<file path="config.mk">
export PLATFORM = sky130hd
export DESIGN_NAME = ddr_stream_reader_flat
export DESIGN_NICKNAME = d
export VERILOG_FILES = /design/src/rtl/ddr_pkg.sv /design/src/rtl/ddr_if.sv /design/src/rtl/ddr_stream_fifo.sv /design/src/rtl/ddr_stream_reader.sv /design/src/flat_wrapper.sv
export SDC_FILE = /design/constraint.sdc
export NUM_CORES = 1
export LEC_CHECK = 0
export ABC_AREA = 1
export BUFFER_PORTS_ARGS = -buffer_cell sky130_fd_sc_hd__clkbuf_2
export CAP_MARGIN = 20
export CORE_UTILIZATION = 45
export DETAILED_ROUTE_END_ITERATION = 7
export GPL_TIMING_DRIVEN = 1
export PLACE_DENSITY = 0.61
export SYNTH_ARGS = -nofsm -noshare
export SYNTH_HDL_FRONTEND = slang
export SYNTH_SLANG_ARGS = --single-unit
export TNS_END_PERCENT = 5
</file>
<file path="constraint.sdc">
create_clock -name clk -period 4.5 [get_ports clk]
set_input_delay 0.45 -clock clk [delete_from_list [all_inputs] [get_ports clk]]
set_output_delay 0.45 -clock clk [all_outputs]
set_load 0.005 [all_outputs]
</file>
<file path="src/rtl/ddr_pkg.sv">
// Shared DDR client constants, reader FSM state type and the 16-bit lane
// byte-swap helper used when DDR_STREAM_BYTESWAP_EN is defined.
package ddr_pkg;
  localparam int DDR_ADDR_W = 29;
  localparam int DDR_DATA_W = 64;
  localparam int DDR_BCNT_W = 8;

  typedef enum logic [2:0] {
    S_IDLE,
    S_WAIT_SPACE,
    S_ACQUIRE,
    S_REQUEST,
    S_RECEIVE,
    S_FINISH
  } state_t;

  // Swap the two bytes inside every 16-bit lane (big-endian CPU view).
  function automatic logic [DDR_DATA_W-1:0] swap16(input logic [DDR_DATA_W-1:0] d);
    logic [DDR_DATA_W-1:0] r;
    r = '0;
    for (int i = 0; i < DDR_DATA_W/16; i++) begin
      r[16*i +: 8]   = d[16*i+8 +: 8];
      r[16*i+8 +: 8] = d[16*i +: 8];
    end
    return r;
  endfunction
endpackage

</file>
<file path="src/rtl/ddr_if.sv">
// DDR client port bundle; to_host is the view of a block issuing reads/writes.
interface ddr_if;
  logic [ddr_pkg::DDR_ADDR_W-1:0] addr;
  logic [ddr_pkg::DDR_DATA_W-1:0] wdata;
  logic                           read;
  logic                           write;
  logic [ddr_pkg::DDR_BCNT_W-1:0] burstcnt;
  logic [7:0]                     byteenable;
  logic                           busy;
  logic                           rdata_ready;
  logic [ddr_pkg::DDR_DATA_W-1:0] rdata;
  logic                           acquire;

  modport to_host (
    output addr, wdata, read, write, burstcnt, byteenable, acquire,
    input  busy, rdata_ready, rdata
  );
endinterface

</file>
<file path="src/rtl/ddr_stream_fifo.sv">
// First-word-fall-through FIFO. Read data is the head entry whenever not
// empty; a write is accepted while full if a read retires an entry that cycle.
module ddr_stream_fifo #(
  parameter int WIDTH = 64,
  parameter int DEPTH = 16
) (
  input  logic                   clk,
  input  logic                   reset,
  input  logic                   i_wr_en,
  input  logic [WIDTH-1:0]       i_wr_data,
  input  logic                   i_rd_en,
  output logic [WIDTH-1:0]       o_rd_data,
  output logic                   o_empty,
  output logic [$clog2(DEPTH):0] o_count
);
  localparam int AW = (DEPTH > 1) ? $clog2(DEPTH) : 1;
  localparam int CW = $clog2(DEPTH) + 1;
  localparam logic [CW-1:0] FULL_CNT = CW'(DEPTH);
  localparam logic [AW-1:0] LAST_PTR = AW'(DEPTH - 1);

  logic [WIDTH-1:0] r_mem [DEPTH];
  logic [AW-1:0]    r_wptr, r_rptr;
  logic [CW-1:0]    r_count;
  logic             w_full, w_wr, w_rd;

  assign o_empty   = (r_count == '0);
  assign w_full    = (r_count == FULL_CNT);
  assign w_rd      = i_rd_en && !o_empty;
  assign w_wr      = i_wr_en && (!w_full || w_rd);
  assign o_rd_data = r_mem[r_rptr];
  assign o_count   = r_count;

  // Storage array; no reset needed since count gates visibility.
  always_ff @(posedge clk) begin
    if (w_wr) r_mem[r_wptr] <= i_wr_data;
  end

  // Pointers and occupancy.
  always_ff @(posedge clk) begin
    if (reset) begin
      r_wptr  <= '0;
      r_rptr  <= '0;
      r_count <= '0;
    end else begin
      if (w_wr) r_wptr <= (r_wptr == LAST_PTR) ? '0 : r_wptr + AW'(1);
      if (w_rd) r_rptr <= (r_rptr == LAST_PTR) ? '0 : r_rptr + AW'(1);
      case ({w_wr, w_rd})
        2'b10:   r_count <= r_count + CW'(1);
        2'b01:   r_count <= r_count - CW'(1);
        default: r_count <= r_count;
      endcase
    end
  end
endmodule

</file>
<file path="src/rtl/ddr_stream_reader.sv">
// Streams a linear region of DDR into a FWFT output FIFO using bursts of at
// most BURST_LEN words. A burst is only requested once the FIFO can absorb it
// completely, so read data never has to be dropped. Only one burst is in
// flight at a time, hence no reservation has to be tracked in WAIT_SPACE.
// Optional macro DDR_STREAM_BYTESWAP_EN swaps bytes in each 16-bit lane of
// out_data (combinational, no added latency).
module ddr_stream_reader
  import ddr_pkg::*;
#(
  parameter int BURST_LEN  = 8,
  parameter int FIFO_DEPTH = 16
) (
  input  logic                  clk,
  input  logic                  reset,
  ddr_if.to_host                ddr,
  input  logic                  start,
  input  logic [DDR_ADDR_W-1:0] base_addr,
  input  logic [15:0]           length,
  output logic                  out_valid,
  input  logic                  out_ready,
  output logic [DDR_DATA_W-1:0] out_data,
  output logic                  done
);
  localparam int CW = $clog2(FIFO_DEPTH) + 1;

  state_t                r_state, w_next;
  logic [DDR_ADDR_W-1:0] r_addr;
  logic [DDR_BCNT_W-1:0] r_bcnt, r_beats;
  logic [15:0]           r_remaining;

  logic                  w_fifo_empty;
  logic [CW-1:0]         w_fifo_count;
  logic [DDR_DATA_W-1:0] w_fifo_rdata;
  logic [DDR_BCNT_W-1:0] w_burst;
  logic [15:0]           w_free;
  logic                  w_space_ok, w_beat, w_last_beat;

  assign w_burst     = (r_remaining < 16'(BURST_LEN)) ? r_remaining[DDR_BCNT_W-1:0]
                                                      : DDR_BCNT_W'(BURST_LEN);
  assign w_free      = 16'(FIFO_DEPTH) - 16'(w_fifo_count);
  assign w_space_ok  = (w_free >= 16'(w_burst));
  assign w_beat      = (r_state == S_RECEIVE) && ddr.rdata_ready;
  assign w_last_beat = w_beat && (r_beats == r_bcnt - DDR_BCNT_W'(1));

  assign ddr.addr       = r_addr;
  assign ddr.burstcnt   = r_bcnt;
  assign ddr.write      = 1'b0;
  assign ddr.wdata      = '0;
  assign ddr.byteenable = 8'hFF;

  // State register.
  always_ff @(posedge clk) begin
    if (reset) r_state <= S_IDLE;
    else       r_state <= w_next;
  end

  // Next-state decode.
  always_comb begin
    w_next = r_state;
    case (r_state)
      S_IDLE:       if (start) w_next = (length == '0) ? S_FINISH : S_WAIT_SPACE;
      S_WAIT_SPACE: if (w_space_ok) w_next = S_ACQUIRE;
      S_ACQUIRE:    w_next = S_REQUEST;
      S_REQUEST:    if (!ddr.busy) w_next = S_RECEIVE;
      S_RECEIVE:    if (w_last_beat)
                      w_next = (r_remaining == 16'(r_bcnt)) ? S_FINISH : S_WAIT_SPACE;
      S_FINISH:     if (w_fifo_empty) w_next = S_IDLE;
      default:      w_next = S_IDLE;
    endcase
  end

  // State-decoded outputs; WAIT_SPACE drops acquire so the arbiter can switch.
  always_comb begin
    ddr.acquire = 1'b0;
    ddr.read    = 1'b0;
    done        = 1'b0;
    case (r_state)
      S_ACQUIRE: ddr.acquire = 1'b1;
      S_REQUEST: begin
        ddr.acquire = 1'b1;
        ddr.read    = 1'b1;
      end
      S_RECEIVE: ddr.acquire = 1'b1;
      S_FINISH:  done = w_fifo_empty;
      default:   ;
    endcase
  end

  // Transfer bookkeeping: address, remaining words, burst size, beat count.
  always_ff @(posedge clk) begin
    if (reset) begin
      r_addr      <= '0;
      r_bcnt      <= '0;
      r_beats     <= '0;
      r_remaining <= '0;
    end else begin
      if (r_state == S_IDLE && start) begin
        r_addr      <= base_addr;
        r_remaining <= length;
        r_beats     <= '0;
      end
      if (r_state == S_WAIT_SPACE && w_space_ok) r_bcnt <= w_burst;
      if (w_beat) begin
        if (w_last_beat) begin
          r_beats     <= '0;
          r_addr      <= r_addr + DDR_ADDR_W'(r_bcnt);
          r_remaining <= r_remaining - 16'(r_bcnt);
        end else begin
          r_beats <= r_beats + DDR_BCNT_W'(1);
        end
      end
    end
  end

  ddr_stream_fifo #(
    .WIDTH (DDR_DATA_W),
    .DEPTH (FIFO_DEPTH)
  ) u_fifo (
    .clk       (clk),
    .reset     (reset),
    .i_wr_en   (w_beat),
    .i_wr_data (ddr.rdata),
    .i_rd_en   (out_ready),
    .o_rd_data (w_fifo_rdata),
    .o_empty   (w_fifo_empty),
    .o_count   (w_fifo_count)
  );

  assign out_valid = !w_fifo_empty;

`ifdef DDR_STREAM_BYTESWAP_EN
  assign out_data = swap16(w_fifo_rdata);
`else
  assign out_data = w_fifo_rdata;
`endif
endmodule

</file>
<file path="src/flat_wrapper.sv">
// flat-port wrapper written by rule: the top's interface ports become plain ports
module ddr_stream_reader_flat import ddr_pkg::*;
#(
  parameter int BURST_LEN  = 8,
  parameter int FIFO_DEPTH = 16
)
  (clk, reset, start, base_addr, length, out_valid, out_ready, out_data, done, ddr_addr, ddr_wdata, ddr_read, ddr_write, ddr_burstcnt, ddr_byteenable, ddr_acquire, ddr_busy, ddr_rdata_ready, ddr_rdata);
  ddr_if ddr_i ();
  input  logic clk;
  input  logic reset;
  input  logic start;
  input  logic [DDR_ADDR_W-1:0] base_addr;
  input  logic [15:0] length;
  output logic out_valid;
  input  logic out_ready;
  output logic [DDR_DATA_W-1:0] out_data;
  output logic done;
  output wire logic [$bits(ddr_i.addr)-1:0] ddr_addr;
  output wire logic [$bits(ddr_i.wdata)-1:0] ddr_wdata;
  output wire logic [$bits(ddr_i.read)-1:0] ddr_read;
  output wire logic [$bits(ddr_i.write)-1:0] ddr_write;
  output wire logic [$bits(ddr_i.burstcnt)-1:0] ddr_burstcnt;
  output wire logic [$bits(ddr_i.byteenable)-1:0] ddr_byteenable;
  output wire logic [$bits(ddr_i.acquire)-1:0] ddr_acquire;
  input wire logic [$bits(ddr_i.busy)-1:0] ddr_busy;
  input wire logic [$bits(ddr_i.rdata_ready)-1:0] ddr_rdata_ready;
  input wire logic [$bits(ddr_i.rdata)-1:0] ddr_rdata;
  assign ddr_addr = ddr_i.addr;
  assign ddr_wdata = ddr_i.wdata;
  assign ddr_read = ddr_i.read;
  assign ddr_write = ddr_i.write;
  assign ddr_burstcnt = ddr_i.burstcnt;
  assign ddr_byteenable = ddr_i.byteenable;
  assign ddr_acquire = ddr_i.acquire;
  assign ddr_i.busy = ddr_busy;
  assign ddr_i.rdata_ready = ddr_rdata_ready;
  assign ddr_i.rdata = ddr_rdata;
  ddr_stream_reader #(.BURST_LEN(BURST_LEN), .FIFO_DEPTH(FIFO_DEPTH)) u_core (.clk(clk), .reset(reset), .ddr(ddr_i), .start(start), .base_addr(base_addr), .length(length), .out_valid(out_valid), .out_ready(out_ready), .out_data(out_data), .done(done));
endmodule
</file>
==> results summary, run 1 <==
The flow ran to the end, and the final reports show no timing, DRC or antenna violations. The commonest cells after synthesis are sky130_fd_sc_hd__edfxtp_1, sky130_fd_sc_hd__inv_1, sky130_fd_sc_hd__o21ai_0. Timing analysis after detailed placement gives a worst setup slack of ~1100 ps. The critical path goes through buf_12 -> buf_12 -> o21ai_0 -> o21ai_0 -> o211ai_1 -> nand2_1 -> clkbuf_2. The setup check on the worst reg-to-reg path leaves a slack of 1120 ps. The worst hold path belongs to the class input pin to flip-flop. Summed over all instances, the cell type with the most area after synthesis is sky130_fd_sc_hd__edfxtp_1. The part of the total power dissipated in sequential elements came out at 0.409. The later pin in the worst-skew pair is clocked with a latency of between 600 and 700 ps. In this run the critical register-to-register path is captured at u_core.u_fifo.r_mem[13][35].

The wire length of the first global-routing pass came out at ~170 mm. The worst clock skew is roughly 26 ps. In this run the cell area measured after placement is slightly below 50,000 um2. The post-CTS clock slew at the launch and capture registers of the worst setup and hold paths is ~60 ps. The number of fill cells came out at between 8,000 and 9,000.

The number of H-tree branching levels is 3. The via count of the first global-routing pass is between 20,000 and 30,000. Cell internal power was estimated by the tool at 19.5 mW.

The synthesized netlist occupies a cell area of between 40,000 and 50,000 um2. The placement row count is roughly 120. Dividing the final minimum period by the clock period gives 0.772. The cell count after placement came out at 5,156.

The critical path buffer and inverter count is 3. Along the worst path, the maximum fanout reaches 70. The power per standard cell area is 541 nW/um2. After detailed routing, the total wire length is approximately 110 mm.

The horizontal die dimension came out at about 320 um. The async set or reset register ratio after synthesis is 0. The static leakage is around 19 nW. The share of post-route cells with drive strength above 1 came out at 0.123. The number of standard cells in the final layout excluding fillers is 5,359.

The largest single stage delay on the critical path is 640 ps. The combined flip-flop and latch cell area is around 32,000 um2. Routed signal wires occupy layers up through met5. The tool flagged a number of max-cap violations equal to 0. The sequential element share of the synthesized area is 0.691.

The number of gates given a new drive strength after cts came out at 0. The most critical setup path has its endpoint at out_data[5]. The number of flops mapped to enable cells by yosys came out at approximately 1,000. The standard cell with the maximum stage delay on the critical path is sky130_fd_sc_hd__dfxtp_4.

The number of buffers inserted during clock tree synthesis is 112. The global-route usage over all layers came out at 0.210. The count of cell types in the netlist came out at 44. The worst path meets setup with between 1000 and 1500 ps of slack. Compared with the post-synthesis result, the final layout area differs by 13.1%. The average wire per cell in the routed design is between 20 and 25 um.

The data arrival at the endpoint of the critical path is between 3000 and 4000 ps. The share of power burned in combinational logic is 0.278. Routability-driven placement finished with a final weighted congestion of around 0.83.

After detailed routing, the number of vias per cell comes to between 5 and 6. The pin count of the biggest net entering global routing is around 140. The required time of the critical path is ~4100 ps. The post-route setup TNS is 0 ps. The number of antenna violations at the first check in global routing came out at 4. At the pin with the least slew margin, the transition time is ~1100 ps.

The worst slew margin relative to its limit came out at 0.292. Setup repair after global routing left no endpoint under its margin. The highest ir drop seen on vdd is between 0.3 and 0.4 mV.

The final number of max-transition violations came out at 0. The clock group share of total power came out at 0.314. The TritonCTS sink count came out at roughly 1,100. The mean cell area of the mapped netlist came out at between 10 and 15 um2.

The initial utilization of the core area, before any placement, comes to 0.453. The post-layout instance area came out at approximately 53,000 um2. In this run the tool buffered the top-level ports with 219 buffer cells. The number of instances in the synthesized netlist is around 3,700. By area the synthesized netlist is led by sky130_fd_sc_hd__edfxtp_1, sky130_fd_sc_hd__mux2i_1, sky130_fd_sc_hd__o211ai_1, sky130_fd_sc_hd__o21ai_0, sky130_fd_sc_hd__a21oi_1. The highest clock rate came out at 0.288 GHz. The cell count along the critical path came out at 7. The total DRC errors in the routed layout is 0.

For this run the aggregate overflow at the end of global routing stands at 0. The cell count of the worst reg-to-reg path came out at 11. Setup violations remaining at the end of the flow were counted as 0. In the post-synthesis netlist, the cell with the most instances is sky130_fd_sc_hd__edfxtp_1. Of the total power, the share spent switching nets is 0.321. Of the post-synthesis cell area, the dominant cell type holds 0.656. The smallest clock period supported by the final layout is computed as 3480 ps. The detailed placement HPWL is approximately 64 mm. The first detailed-routing pass took 5 iterations. The placeable core area came out at a little over 100,000 um2. The number of register bits inferred by synthesis came out at ~1,100. In this run the vertical extent of the chip is about 320 um. The start of the worst register-to-register path is u_core.u_fifo.o_count[0]. The DRC marker count from the first detailed-route iteration came out at roughly 2,200.

Grouping stages by cell kind, the critical path spends the most delay in buffers and inverters. After clock tree synthesis, the setup repair step added 0 buffers. The post-route met1 wirelength is ~50 mm. The power spent charging and discharging nets came out at around 9.2 mW.

The top-level port count is around 300. The final count of hold timing violations is 0. The multi-input combinational cell area came out at 12,100 um2. The number of buffers inserted by hold repair at cts came out at 0.

The die covers roughly 110,000 um2. The final net count is around 4,000. STA classifies the critical path endpoint as an output pin. The cell sitting at the root of the clock tree is a sky130_fd_sc_hd__clkbuf_16. The total length of routed met2 wires is roughly 55 mm. Detailed routing placed a total of approximately 5.4 mm of wire on met3. STA classifies the critical path startpoint as a flip-flop.

The vias after detailed routing is slightly below 30,000. The residual antenna-violating net count after detailed routing came out at 0. For this run, the leading register cell type out of synthesis is sky130_fd_sc_hd__edfxtp_1.

The critical path class is flip-flop to output pin. The largest buffer count on any clock path came out at 3. For this run, the number of Yosys warnings is 0. TritonCTS built the clock tree.

The completed layout was analyzed and its total power is 28.7 mW.
[power groups by stage]
stage	clock network, mW	logic [mW]	registers, mW
floorplan	0	5.53	11.8
global placement	0	7.97	11.9
detailed placement	0	8.03	11.9
CTS	9.17	8.07	11.7
global route	9.55	8.88	11.8
finish	8.99	7.97	11.7
[stage by stage]
stage	hold WS [ps]	utilization
final	113	0.513
after global routing	90.1	0.513
after CTS	63.3	0.513
after detailed placement	466	0.479
after global placement	470	0.479
after floorplan	443	-
[logic make-up (layout without fill, tap and decap cells)]
kind of cell	after synthesis	count (layout)	synth area share
AND/OR/NAND/NOR	695	695	0.0636
adder cells (fa/ha/maj)	40	40	0.0112
other	2	79	0.000160
multiplexers	264	264	0.0566
flip-flops	1105	1105	0.691
buffers and inverters	634	837	0.0586
XOR/XNOR	25	25	0.00467
AO/OA/AOI/OAI	934	934	0.114
[metal layers]
| metal | global-route usage | vias to the layer above |
|---|---|---|
| met5 | 0 | - |
| met4 | 0.0501 | 4 |
| met2 | 0.350 | 767 |
| met1 | 0.291 | 14300 |
| met3 | 0.0298 | 161 |
| li1 | - | 13700 |
[placed cells by master (no fill, tap or decap), types with 3 or more instances in the layout]
master / count
sky130_fd_sc_hd__a21oi_1: 329
sky130_fd_sc_hd__buf_12: 24
sky130_fd_sc_hd__buf_4: 44
sky130_fd_sc_hd__bufinv_16: 9
sky130_fd_sc_hd__clkbuf_1: 17
sky130_fd_sc_hd__clkbuf_16: 114
sky130_fd_sc_hd__clkbuf_2: 219
sky130_fd_sc_hd__clkinv_1: 27
sky130_fd_sc_hd__clkinv_2: 23
sky130_fd_sc_hd__clkinvlp_4: 6
sky130_fd_sc_hd__conb_1: 77
sky130_fd_sc_hd__dfxtp_1: 77
sky130_fd_sc_hd__dfxtp_4: 4
sky130_fd_sc_hd__edfxtp_1: 1024
sky130_fd_sc_hd__fa_1: 3
sky130_fd_sc_hd__ha_1: 37
sky130_fd_sc_hd__inv_1: 344
sky130_fd_sc_hd__inv_6: 3
sky130_fd_sc_hd__mux2_2: 8
sky130_fd_sc_hd__mux2i_1: 256
sky130_fd_sc_hd__nand2_1: 317
sky130_fd_sc_hd__nand3_1: 190
sky130_fd_sc_hd__nand4_1: 8
sky130_fd_sc_hd__nor2_1: 110
sky130_fd_sc_hd__nor2_2: 3
sky130_fd_sc_hd__nor2_4: 16
sky130_fd_sc_hd__nor3_1: 26
sky130_fd_sc_hd__nor3b_1: 3
sky130_fd_sc_hd__nor4_1: 8
sky130_fd_sc_hd__o211ai_1: 256
sky130_fd_sc_hd__o21a_1: 3
sky130_fd_sc_hd__o21ai_0: 333
sky130_fd_sc_hd__o21bai_1: 3
sky130_fd_sc_hd__or2_2: 7
sky130_fd_sc_hd__xnor2_1: 9
sky130_fd_sc_hd__xor2_1: 16
[worst register-to-register path: cells and delay by family, from the launching register on]
family                     cells  cell delay [ps]
AOI/OAI and AO/OA              1              410
adders and majority gates      2              440
DFF                            1              360
buffers and inverters          3              500
and+or+nand+nor                5             1310
[flip-flops by register name, indices dropped and copies added, names as in the netlist, named ones only]
| signal | flops |
|---|---|
| u_core.r_remaining | 16 |
| u_core.ddr.addr | 29 |
| u_core.u_fifo.r_rptr | 4 |
| u_core.u_fifo.o_count | 5 |
| u_core.r_beats | 8 |
| u_core.ddr.burstcnt | 8 |
| u_core.u_fifo.r_mem | 1024 |
| u_core.r_state | 3 |
| u_core.u_fifo.r_wptr | 4 |
[how the worst min path moves through the flow]
stage	startpoint	end	slack, ps	depth (start not counted)
final	base_addr[4]	u_core.ddr.addr[4]	110	5
after global routing	base_addr[2]	u_core.ddr.addr[2]	90	5
after CTS	base_addr[24]	u_core.ddr.addr[24]	60	5
after detailed placement	u_core.u_fifo.o_count[0]	u_core.u_fifo.o_count[0]	470	1
after global placement	u_core.u_fifo.o_count[0]	u_core.u_fifo.o_count[0]	470	1
after floorplan	u_core.u_fifo.o_count[0]	u_core.u_fifo.o_count[0]	440	1
[final cells by class]
cell class	count	share of cell area
flip-flops and latches	1105	0.611
multi-input cells	2035	0.229
clock buffers	131	0.0550
repair buffers	287	0.0360
well taps	1380	0.0326
inverters	349	0.0249
clock inverters	70	0.0115
diodes	2	0.0000944
No activity file was read; power rests on OpenSTA's default activity.
==> inputs of run 2 (changes only) <==
- ABC_AREA: 1 -> 0
- PLACE_DENSITY: 0.61 -> 0.62
- clock period: 4.5 -> 2.9 ns (I/O delays scaled with it)
==> run 2 against run 1 <==
The run now ends with setup timing left. Die area fell by 5.4%. Clock power is 61% higher. Register-to-register slack got worse by 1500 ps. Largest cell class unchanged.
==> results summary, run 2 <==
The run finished, with violations left. The final reports fail on setup timing. The first global-routing pass estimated 154 mm of wire. By instance count, the leading cell after synthesis is sky130_fd_sc_hd__edfxtp_1. In the global route stage, met3 resource usage came out at 0.0327. The count of cell types in the netlist came out at between 60 and 70. The count of TritonRoute iterations in the first routing pass is 7. CTS placed an instance of sky130_fd_sc_hd__clkbuf_16 at the clock tree root. Setup repair after global routing could not meet its margin everywhere.

The sequential element share of the synthesized area came out at 0.731. The cell count after placement is about 3,700. The number of buffers inserted during clock tree synthesis is around 110. The internal power contribution is 28.6 mW.

The post-route fraction of the period consumed by the critical path is 1.12. The part of the total power dissipated in sequential elements came out at 0.478. u_core.u_fifo.r_mem holds more flip-flops than any other register.

Sorting the synthesized cells by area gives the leading types as sky130_fd_sc_hd__edfxtp_1, sky130_fd_sc_hd__mux4_2, sky130_fd_sc_hd__dfxtp_1, sky130_fd_sc_hd__buf_4, sky130_fd_sc_hd__ha_1. In this run the worst setup path terminates at u_core.r_state[2]. The worst-path maximum fanout is 5.

The met1 capacity usage during global routing came out at 0.291. The share of power burned in combinational logic came out at 0.127. The data arrival at the endpoint of the critical path is roughly 3800 ps. The horizontal die dimension is approximately 320 um. The cell type with the highest aggregate area in the netlist is sky130_fd_sc_hd__edfxtp_1. STA classifies the critical path endpoint as a flip-flop.

The register-to-register path setup slack is -360 ps. For this run, the leading register cell type out of synthesis is sky130_fd_sc_hd__edfxtp_1. The area share of the largest cell type after synthesis is 0.694. After layout, the worst setup slack is -357 ps. The worst register-to-register path ends at u_core.r_state[2]. The count of endpoints failing setup in the final report came out at 63. The number of H-tree branching levels came out at 3. The placement row count came out at 114.

Leaving out fill and tap cells, the most frequent cells in the layout are sky130_fd_sc_hd__edfxtp_1, sky130_fd_sc_hd__mux4_2, sky130_fd_sc_hd__clkbuf_2. By count the netlist is led by sky130_fd_sc_hd__edfxtp_1, sky130_fd_sc_hd__mux4_2, sky130_fd_sc_hd__dfxtp_1. Of all flip-flops after synthesis, the portion carrying an async set or reset was 0.

Across the routed clock network, the largest skew measured is 22.4 ps. The vias after detailed routing is 23,100. The worst setup path is of the flip-flop to flip-flop kind. The number of warnings issued by yosys came out at 0. The worst register-to-register path begins at u_core.r_remaining[10]. The height of the die came out at between 300 and 400 um. Summing internal, switching and leakage power gives 36.8 mW. The max-cap check violation count is 0.

The number of register bits inferred by synthesis is 1,105. The top-level port count came out at between 200 and 300. The global routing stage identified its most utilized layer as met2. The number of buffers added on ports is 219. The cell count of the worst reg-to-reg path came out at 15. The final number of max-transition violations is 0. The region available for standard cell placement spans between 90,000 and 100,000 um2.

The HPWL after detailed placement is approximately 58 mm. The final count of hold timing violations is 0. The leading cell type in the layout, fill and taps excluded is sky130_fd_sc_hd__edfxtp_1.

The total DRC errors in the routed layout is 0. Measured against its own limit, the worst slew margin works out to 0.591. The via count of the first global-routing pass came out at ~24,000. Counting the fill cells in the layout gives 7,407. The mean cell area of the mapped netlist is ~20 um2.

The largest buffer count on any clock path came out at 3. The routability congestion estimate came out at slightly below 0.9. The required time of the critical path is between 3000 and 4000 ps. The average wire per cell in the routed design is roughly 26 um.

The number of standard cells in the final layout excluding fillers came out at ~4,000. The via count normalized by instance count is about 5.7. The class of the most critical hold timing path is input pin to flip-flop.

The number of instances in the synthesized netlist is ~2,200. Clock latency on the worst-skew pair, taken at its later pin, is slightly below 700 ps. Across the VDD grid, the largest voltage drop is about 0.49 mV.

The initial standard-cell utilization of the core came out at 0.456. The area of the mapped netlist came out at roughly 44,000 um2. Dividing total power by cell area gives a power density of 692 nW/um2. The worst setup path is launched from a flip-flop. Clock-pin slew was measured on the worst setup and hold paths at 60 ps. For this block, the initial DRC count from the detailed router was 1,751. The total grt overflow is 0. The static leakage came out at 17.3 nW.

The pin count of the biggest net entering global routing is slightly above 70. The clock group share of total power came out at 0.395. In the global route stage, overall resource usage came out at 0.210.

The source of the critical timing path is u_core.r_remaining[10]. The highest clock rate is just over 0.3 GHz. In the global route stage, met2 resource usage came out at 0.350.

TritonCTS built the clock tree. The share of post-route cells with drive strength above 1 is 0.333. The transition at the pin with the smallest max-transition slack is around 610 ps.

The number of antenna violations at the first check in global routing came out at 4. The time the final worst path needs with I/O delays and setup is 3260 ps. The switching power share of the total came out at 0.222. The residual antenna-violating net count after detailed routing is 0. Wires add up to about 100 mm. The power spent charging and discharging nets came out at roughly 8.2 mW. The die footprint is 99,700 um2. The number of flops mapped to enable cells by yosys came out at 1,024.

The area added between synthesis and finish came out at 20.0%. The clock drives ~1,100 sinks. The register with the most flip-flops in the layout has a little over 1,000 of them. The final layout contains 2,814 nets.
-- run 2: changes by cell type after synthesis, moves of 241 or more --
cell / delta
sky130_fd_sc_hd__o21ai_0: -313
sky130_fd_sc_hd__nand2_1: -246
sky130_fd_sc_hd__a21oi_1: -274
sky130_fd_sc_hd__o211ai_1: -251
sky130_fd_sc_hd__mux4_2: +320
sky130_fd_sc_hd__mux2i_1: -241
sky130_fd_sc_hd__inv_1: -307
-- run 2: power groups by stage --
stage          clock network (mW)  registers, mW  logic, mW
2_1_floorplan                   0           17.9       3.14
3_3_place_gp                    0           17.9       4.45
3_5_place_dp                    0           17.9       4.51
4_1_cts                      14.8           17.6       4.73
5_1_grt                      15.4           17.6       5.05
6_report                     14.5           17.6       4.66
-- run 2: area by class of cell --
class / instances / area (um2) / area share
sequential: 1105 / 32400 / 0.609
multi-input combinational: 951 / 11500 / 0.216
timing repair buffer: 450 / 3850 / 0.0725
clock buffer: 132 / 2950 / 0.0555
tap: 1276 / 1600 / 0.0300
clock inverter: 74 / 762 / 0.0143
inverter: 38 / 145 / 0.00273
antenna: 2 / 5.00 / 0.0000941
-- run 2: kinds of logic after synthesis --
family / synth area share
AO/OA/AOI/OAI: 0.0281
XOR/XNOR: 0.00712
adder cells (fa/ha/maj): 0.0118
buffers and inverters: 0.0248
flip-flops: 0.731
multiplexers: 0.167
other: 0.000169
AND/OR/NAND/NOR: 0.0310
-- run 2: timing repair --
item / in CTS / in global routing
endpoints found under the setup margin: 113 / 115
hold endpoints to repair: 659 / 0
pin swaps: 9 / 5
gates resized for setup: 34 / 17
hold buffers: 90 / 0
buffers inserted: 2 / 1
-- run 2: metrics by stage --
stage                     utilization  hold slack (ps)  TNS [ps]  setup slack, ps  instance area [um2]
final                           0.547             30.4    -10320             -357                53200
after global routing            0.547             18.7    -20960             -523                53200
after CTS                       0.547            0.106    -15740             -377                53100
after detailed placement        0.497              470     -8980             -744                48300
after global placement          0.497              442     -7040             -682                48300
after floorplan                     -              389   -178470             -669                44800
-- run 2: worst min-delay path by stage --
| stage | depth (start not counted) | startpoint | end |
|---|---|---|---|
| 3_3_place_gp | 2 | u_core.r_remaining[15] | u_core.r_remaining[15] |
| 4_1_cts | 3 | length[1] | u_core.r_remaining[1] |
| 6_report | 1 | ddr_rdata[4] | u_core.u_fifo.r_mem[1][4] |
| 3_5_place_dp | 2 | u_core.r_remaining[15] | u_core.r_remaining[15] |
| 5_1_grt | 1 | ddr_rdata[4] | u_core.u_fifo.r_mem[1][4] |
| 2_1_floorplan | 0 | ddr_rdata[0] | u_core.u_fifo.r_mem[0][0] |
-- run 2: routing by layer --
layer | wire [um] | part of all wire
met5 | 25 | 0.00024
met4 | 2070 | 0.020
met3 | 5650 | 0.055
met2 | 51700 | 0.50
met1 | 44000 | 0.43
-- run 2: worst max-delay path: stages (launching register included) --
cell,delay [ps]
sky130_fd_sc_hd__dfxtp_2,320
sky130_fd_sc_hd__or4_4,530
sky130_fd_sc_hd__nand2b_4,160
sky130_fd_sc_hd__or3_4,350
sky130_fd_sc_hd__nor4_4,150
sky130_fd_sc_hd__buf_6,170
sky130_fd_sc_hd__nand2_4,60
sky130_fd_sc_hd__ha_4,280
sky130_fd_sc_hd__nand2_2,40
sky130_fd_sc_hd__o21ai_1,140
sky130_fd_sc_hd__a21oi_1,90
sky130_fd_sc_hd__o31ai_2,250
sky130_fd_sc_hd__buf_4,170
sky130_fd_sc_hd__o21ai_2,60
sky130_fd_sc_hd__a21bo_2,200
sky130_fd_sc_hd__a211oi_2,190
